## src/rtl/req_resp_pkg.sv

```systemverilog
// req_resp_pkg: shared widths and FSM state encoding for req_responder
package req_resp_pkg;
    localparam int ADDR_W = 4;
    localparam int DATA_W = 8;
    typedef enum logic [1:0] {IDLE = 2'b00, WAIT = 2'b01, ACK = 2'b10} state_e;
endpackage

```

## src/rtl/req_responder_if.sv

```systemverilog
// req_responder_if: request/ack bus (req, we, addr, wdata -> ack, rdata, busy)
interface req_responder_if;
    import req_resp_pkg::*;
    logic req;
    logic we;
    logic [ADDR_W-1:0] addr;
    logic [DATA_W-1:0] wdata;
    logic ack;
    logic [DATA_W-1:0] rdata;
    logic busy;
    modport master (output req, we, addr, wdata, input ack, rdata, busy);
    modport slave (input req, we, addr, wdata, output ack, rdata, busy);
endinterface

```

## src/rtl/resp_regfile.sv

```systemverilog
// resp_regfile: DEPTHx8 storage, sync write, comb read, sync clear on reset
module resp_regfile
    import req_resp_pkg::*;
#(
    parameter int DEPTH = 16
) (
    input  logic              clk,
    input  logic              reset,
    input  logic              we,
    input  logic [ADDR_W-1:0] waddr,
    input  logic [DATA_W-1:0] wdata,
    input  logic [ADDR_W-1:0] raddr,
    output logic [DATA_W-1:0] rdata
);
    logic [DATA_W-1:0] mem [DEPTH];
    always_ff @(posedge clk)
        if (reset) mem <= '{default: '0};
        else if (we) mem[waddr] <= wdata;
    assign rdata = mem[raddr];
endmodule

```

## src/rtl/req_responder.sv

```systemverilog
// req_responder: captures a request, waits LATENCY cycles, then acks once (clk, reset, bus slave)
module req_responder
    import req_resp_pkg::*;
#(
    parameter int LATENCY = 2,
    parameter int DEPTH   = 16
) (
    input logic            clk,
    input logic            reset,
    req_responder_if.slave bus
);
    state_e state, state_n;
    logic [3:0] cnt;
    logic cap_we;
    logic [ADDR_W-1:0] cap_addr;
    logic [DATA_W-1:0] cap_wdata;
    logic [DATA_W-1:0] mem_rdata;
    always_ff @(posedge clk)
        if (reset) begin
            state     <= IDLE;
            cnt       <= '0;
            cap_we    <= 1'b0;
            cap_addr  <= '0;
            cap_wdata <= '0;
        end else begin
            state <= state_n;
            if (state == IDLE && bus.req) begin
                cnt       <= 4'(LATENCY - 1);
                cap_we    <= bus.we;
                cap_addr  <= bus.addr;
                cap_wdata <= bus.wdata;
            end else if (state == WAIT) begin
                cnt <= cnt - 4'd1;
            end
        end
    // unlisted encodings fall through to the IDLE default
    always_comb begin
        state_n = IDLE;
        if (state == IDLE && bus.req) state_n = LATENCY > 0 ? WAIT : ACK;
        else if (state == WAIT) state_n = cnt == 4'd0 ? ACK : WAIT;
    end
    assign bus.ack   = state == ACK;
    assign bus.busy  = state == WAIT || state == ACK;
    assign bus.rdata = (state == ACK && !cap_we) ? mem_rdata : '0;
    resp_regfile #(.DEPTH(DEPTH)) u_regfile (
        .clk   (clk),
        .reset (reset),
        .we    (state == ACK && cap_we),
        .waddr (cap_addr),
        .wdata (cap_wdata),
        .raddr (cap_addr),
        .rdata (mem_rdata)
    );
endmodule

```

## src/flat_wrapper.sv

```systemverilog
// flat-port wrapper written by rule: the top's interface ports become plain ports
module req_responder_flat import req_resp_pkg::*;
#(
    parameter int LATENCY = 2,
    parameter int DEPTH   = 16
)
  (clk, reset, bus_req, bus_we, bus_addr, bus_wdata, bus_ack, bus_rdata, bus_busy);
  req_responder_if bus_i ();
  input logic clk;
  input logic reset;
  input wire logic [$bits(bus_i.req)-1:0] bus_req;
  input wire logic [$bits(bus_i.we)-1:0] bus_we;
  input wire logic [$bits(bus_i.addr)-1:0] bus_addr;
  input wire logic [$bits(bus_i.wdata)-1:0] bus_wdata;
  output wire logic [$bits(bus_i.ack)-1:0] bus_ack;
  output wire logic [$bits(bus_i.rdata)-1:0] bus_rdata;
  output wire logic [$bits(bus_i.busy)-1:0] bus_busy;
  assign bus_i.req = bus_req;
  assign bus_i.we = bus_we;
  assign bus_i.addr = bus_addr;
  assign bus_i.wdata = bus_wdata;
  assign bus_ack = bus_i.ack;
  assign bus_rdata = bus_i.rdata;
  assign bus_busy = bus_i.busy;
  req_responder #(.LATENCY(LATENCY), .DEPTH(DEPTH)) u_core (.clk(clk), .reset(reset), .bus(bus_i));
endmodule
```

## config.mk

```make
export PLATFORM = sky130hd
export DESIGN_NAME = req_responder_flat
export DESIGN_NICKNAME = d
export VERILOG_FILES = /design/src/rtl/req_resp_pkg.sv /design/src/rtl/req_responder_if.sv /design/src/rtl/resp_regfile.sv /design/src/rtl/req_responder.sv /design/src/flat_wrapper.sv
export SDC_FILE = /design/constraint.sdc
export NUM_CORES = 1
export LEC_CHECK = 0
export CORE_MARGIN = 2
export CORE_UTILIZATION = 40
export CTS_CLUSTER_SIZE = 24
export DETAILED_ROUTE_END_ITERATION = 10
export PLACE_DENSITY = 0.66
export SYNTH_ARGS = -nofsm -noshare
export SYNTH_HDL_FRONTEND = slang
export SYNTH_SLANG_ARGS = --single-unit
```

## constraint.sdc

```tcl
create_clock -name clk -period 4.33 [get_ports clk]
set_input_delay 0.6495 -clock clk [delete_from_list [all_inputs] [get_ports clk]]
set_output_delay 0.6495 -clock clk [all_outputs]
set_load 0.01 [all_outputs]
```

==> impl_metrics.json <==
{
  "min_from": "u_core.u_regfile.mem[127]$_SDFFE_PP0P_",
  "maxSlewViolCount": 0,
  "syn-mean-instance-area_um2": 9.06,
  "die_y_um": 132,
  "fin_cells": 944,
  "cts_tree": "built",
  "max_freq_mhz": 279,
  "vias": 5231,
  "layout_min_cycle_time_ns": 3.59,
  "clk_latency_ns": 0.43,
  "crit_type": "flip-flop to primary output",
  "post_drt_via_cell_ratio": 5.54,
  "rr_worst_depth": 4,
  "hold_buffers": 0,
  "synth-edff-count": 0,
  "slew_headroom": 0.389,
  "worstSetupStartpointType": "flip-flop",
  "layout_commonest_cell": "dfxtp_1",
  "dr.pass1.iters": 5,
  "final.period_utilization": 0.829,
  "mostFrequentLayoutCells": "dfxtp_1 (146), nand2_1 (104), a21oi_1 (88), mux2i_1 (87), nor2_1 (69)",
  "htree_num_levels": 4,
  "setup_violations": 0,
  "clock_sinks": 147,
  "async_flop_share": 0,
  "worstPathRequired_ns": 3.68,
  "min_to": "u_core.u_regfile.mem[127]$_SDFFE_PP0P_",
  "worst-path-max-fanout": 15,
  "portBuffers": 25,
  "core_area_um2": 16000,
  "ant_nets": 0,
  "antenna_found_initial": 0,
  "ff2ff_setup_slack_ns": 1.77,
  "drtIter0Drc": 503,
  "floorplan.initialDensity": 0.412,
  "grt_use_total": 0.197,
  "synth.area.top_cells": "dfxtp_1 (45%), mux2i_1 (13%), a21oi_1 (6.7%), nand2_1 (5.9%), mux4_2 (5.5%)",
  "ios": 26,
  "synth_top_cell_area_share": 0.446,
  "post_drt_wl_per_cell_um": 17.9,
  "peakVddDrop_v": 0.000254,
  "p_leak_nw": 2.78,
  "r2r_end": "u_core.u_regfile.mem[107]$_SDFFE_PP0P_",
  "grt_pass1_wl_um": 27200,
  "dp.cells": 912,
  "p_per_area_nw_per_um2": 415,
  "maxCapViolCount": 0,
  "r2r_start": "u_core.cap_addr[1]$_SDFFE_PP0P_",
  "tns_ns": 0,
  "postSynthCellCount": 728,
  "syn_nets": 748,
  "worstPathArrival_ns": 2.94,
  "grt_pass1_vias": 4960,
  "dp_hpwl_um": 10500,
  "yosysTopAreaCell": "dfxtp_1",
  "finalHoldViolCount": 0,
  "ys_types": 41,
  "crit_path_end_kind": "primary output",
  "drive_gt1_frac": 0.111,
  "grt_max_degree": 79,
  "grt.overflow.total": 0,
  "area_growth_pct": 13.7,
  "gp_congestion": 0.816,
  "layout.nets": 735,
  "cts-root-buf": "clkbuf_16",
  "synth_ff_type": "dfxtp_1",
  "yosys_register_bits": 147,
  "syn_area_um2": 6600,
  "hold_class": "flip-flop to flip-flop",
  "die_area_um2": 17500,
  "cts_buffers": 17,
  "yosysSeqAreaShare": 0.446,
  "fin_hold_ws_ns": 0.453,
  "run_status": "completed",
  "drc": 0,
  "cts.path.max_buffers": 2,
  "ctsResizeCount": 0,
  "fp-row-count": 46,
  "insertedDiodeCount": 0,
  "worst_slew_pin_slew_ns": 0.915,
  "fin_worst_skew_ns": 0.00553,
  "holdPathStages": 2,
  "cts_setup_buffers": 0,
  "synth_warnings": 0,
  "wirelength_um": 16900,
  "die_width_um": 132,
  "clkSlewWorstSetupHoldPaths_ns": 0.06,
  "rsz0062_at_grt": "false"
}
## cell families after synthesis
| logic type | share of synthesized area |
|---|---|
| buf+inv | 0.0505 |
| mux | 0.199 |
| fa+ha+maj | 0.00759 |
| simple gates | 0.159 |
| flops | 0.446 |
| xor+xnor | 0.00398 |
| compound gates | 0.134 |
## power by group
| group | switching, mW | total [mW] | internal [mW] | leakage (nW) |
|---|---|---|---|---|
| Sequential | 0.0617 | 1.43 | 1.37 | 1.19 |
| Clock | 0.560 | 1.52 | 0.964 | 0.303 |
| Combinational | 0.0938 | 0.162 | 0.0680 | 1.29 |
| Total | 0.715 | 3.11 | 2.40 | 2.78 |
## final cells by class
cell class / instances / area [um2]
Fill cell: 1542 / 8500
Tap cell: 216 / 270
Timing Repair Buffer: 37 / 338
Inverter: 4 / 15.0
Clock inverter: 9 / 126
Sequential cell: 147 / 2940
Clock buffer: 23 / 488
Multi-Input combinational cell: 508 / 3320
## sequential cells by signal, indices dropped and copies added, names as in the netlist
register,flops
u_core.u_regfile.mem,128
u_core.cap_wdata,8
u_core.cap_addr,4
u_core.cnt,4
u_core.state,2
u_core.cap_we,1
## worst max-delay path, stage by stage, from the launching register on
cell,delay (ns)
dfxtp_1,0.89
buf_4,0.31
mux4_2,0.52
o221ai_1,0.19
nand2_1,0.11
clkdlybuf4s50_1,0.50
## through the flow
step                total power, mW  setup slack, ns   util  instance area (um2)
CTS                            3.13            0.755  0.469                 7500
floorplan                      1.56             2.09      -                 6600
global route                   3.20            0.628  0.469                 7500
global placement               1.62             1.25  0.430                 6890
detailed placement             1.62             1.22  0.430                 6890
finish                         3.11            0.742  0.469                 7500
## cell usage after synthesis, types with 2 or more instances
master and count:
a22oi_1 10, nand2_1 104, a21oi_1 88, nand3b_1 3
nor2_1 69, o21ai_1 5, nor4b_1 2, o21ai_0 53
or3_1 2, buf_4 10, nand4b_4 2, nand2b_1 9
nand3_1 17, nor3_1 2, inv_1 4, mux2_2 7
clkbuf_1 46, nor2_2 5, o221ai_1 7, ha_1 4
xnor2_1 2, buf_2 11, mux2i_1 87, mux4_2 16
dfxtp_1 147
## layer usage
layer	track usage	vias to the layer above	wire length (um)
li1	-	2498	-
met1	0.271	2546	7960
met2	0.294	144	7530
met3	0.0395	43	882
met4	0.0962	0	528
met5	0	-	0
## worst max-delay path by stage
stage	start	cells after the start	slack, ns	endpoint
after floorplan	u_core.state[0]$_SDFF_PP0_	5	2.09	bus_rdata[6]
after global placement	u_core.cap_addr[0]$_SDFFE_PP0P_	5	1.25	bus_rdata[4]
after detailed placement	u_core.cap_addr[0]$_SDFFE_PP0P_	5	1.22	bus_rdata[5]
after CTS	u_core.cap_addr[0]$_SDFFE_PP0P_	5	0.76	bus_rdata[5]
after global routing	u_core.cap_addr[0]$_SDFFE_PP0P_	6	0.63	bus_rdata[6]
final	u_core.cap_addr[0]$_SDFFE_PP0P_	5	0.74	bus_rdata[5]
(Power assumes the default switching activity.)
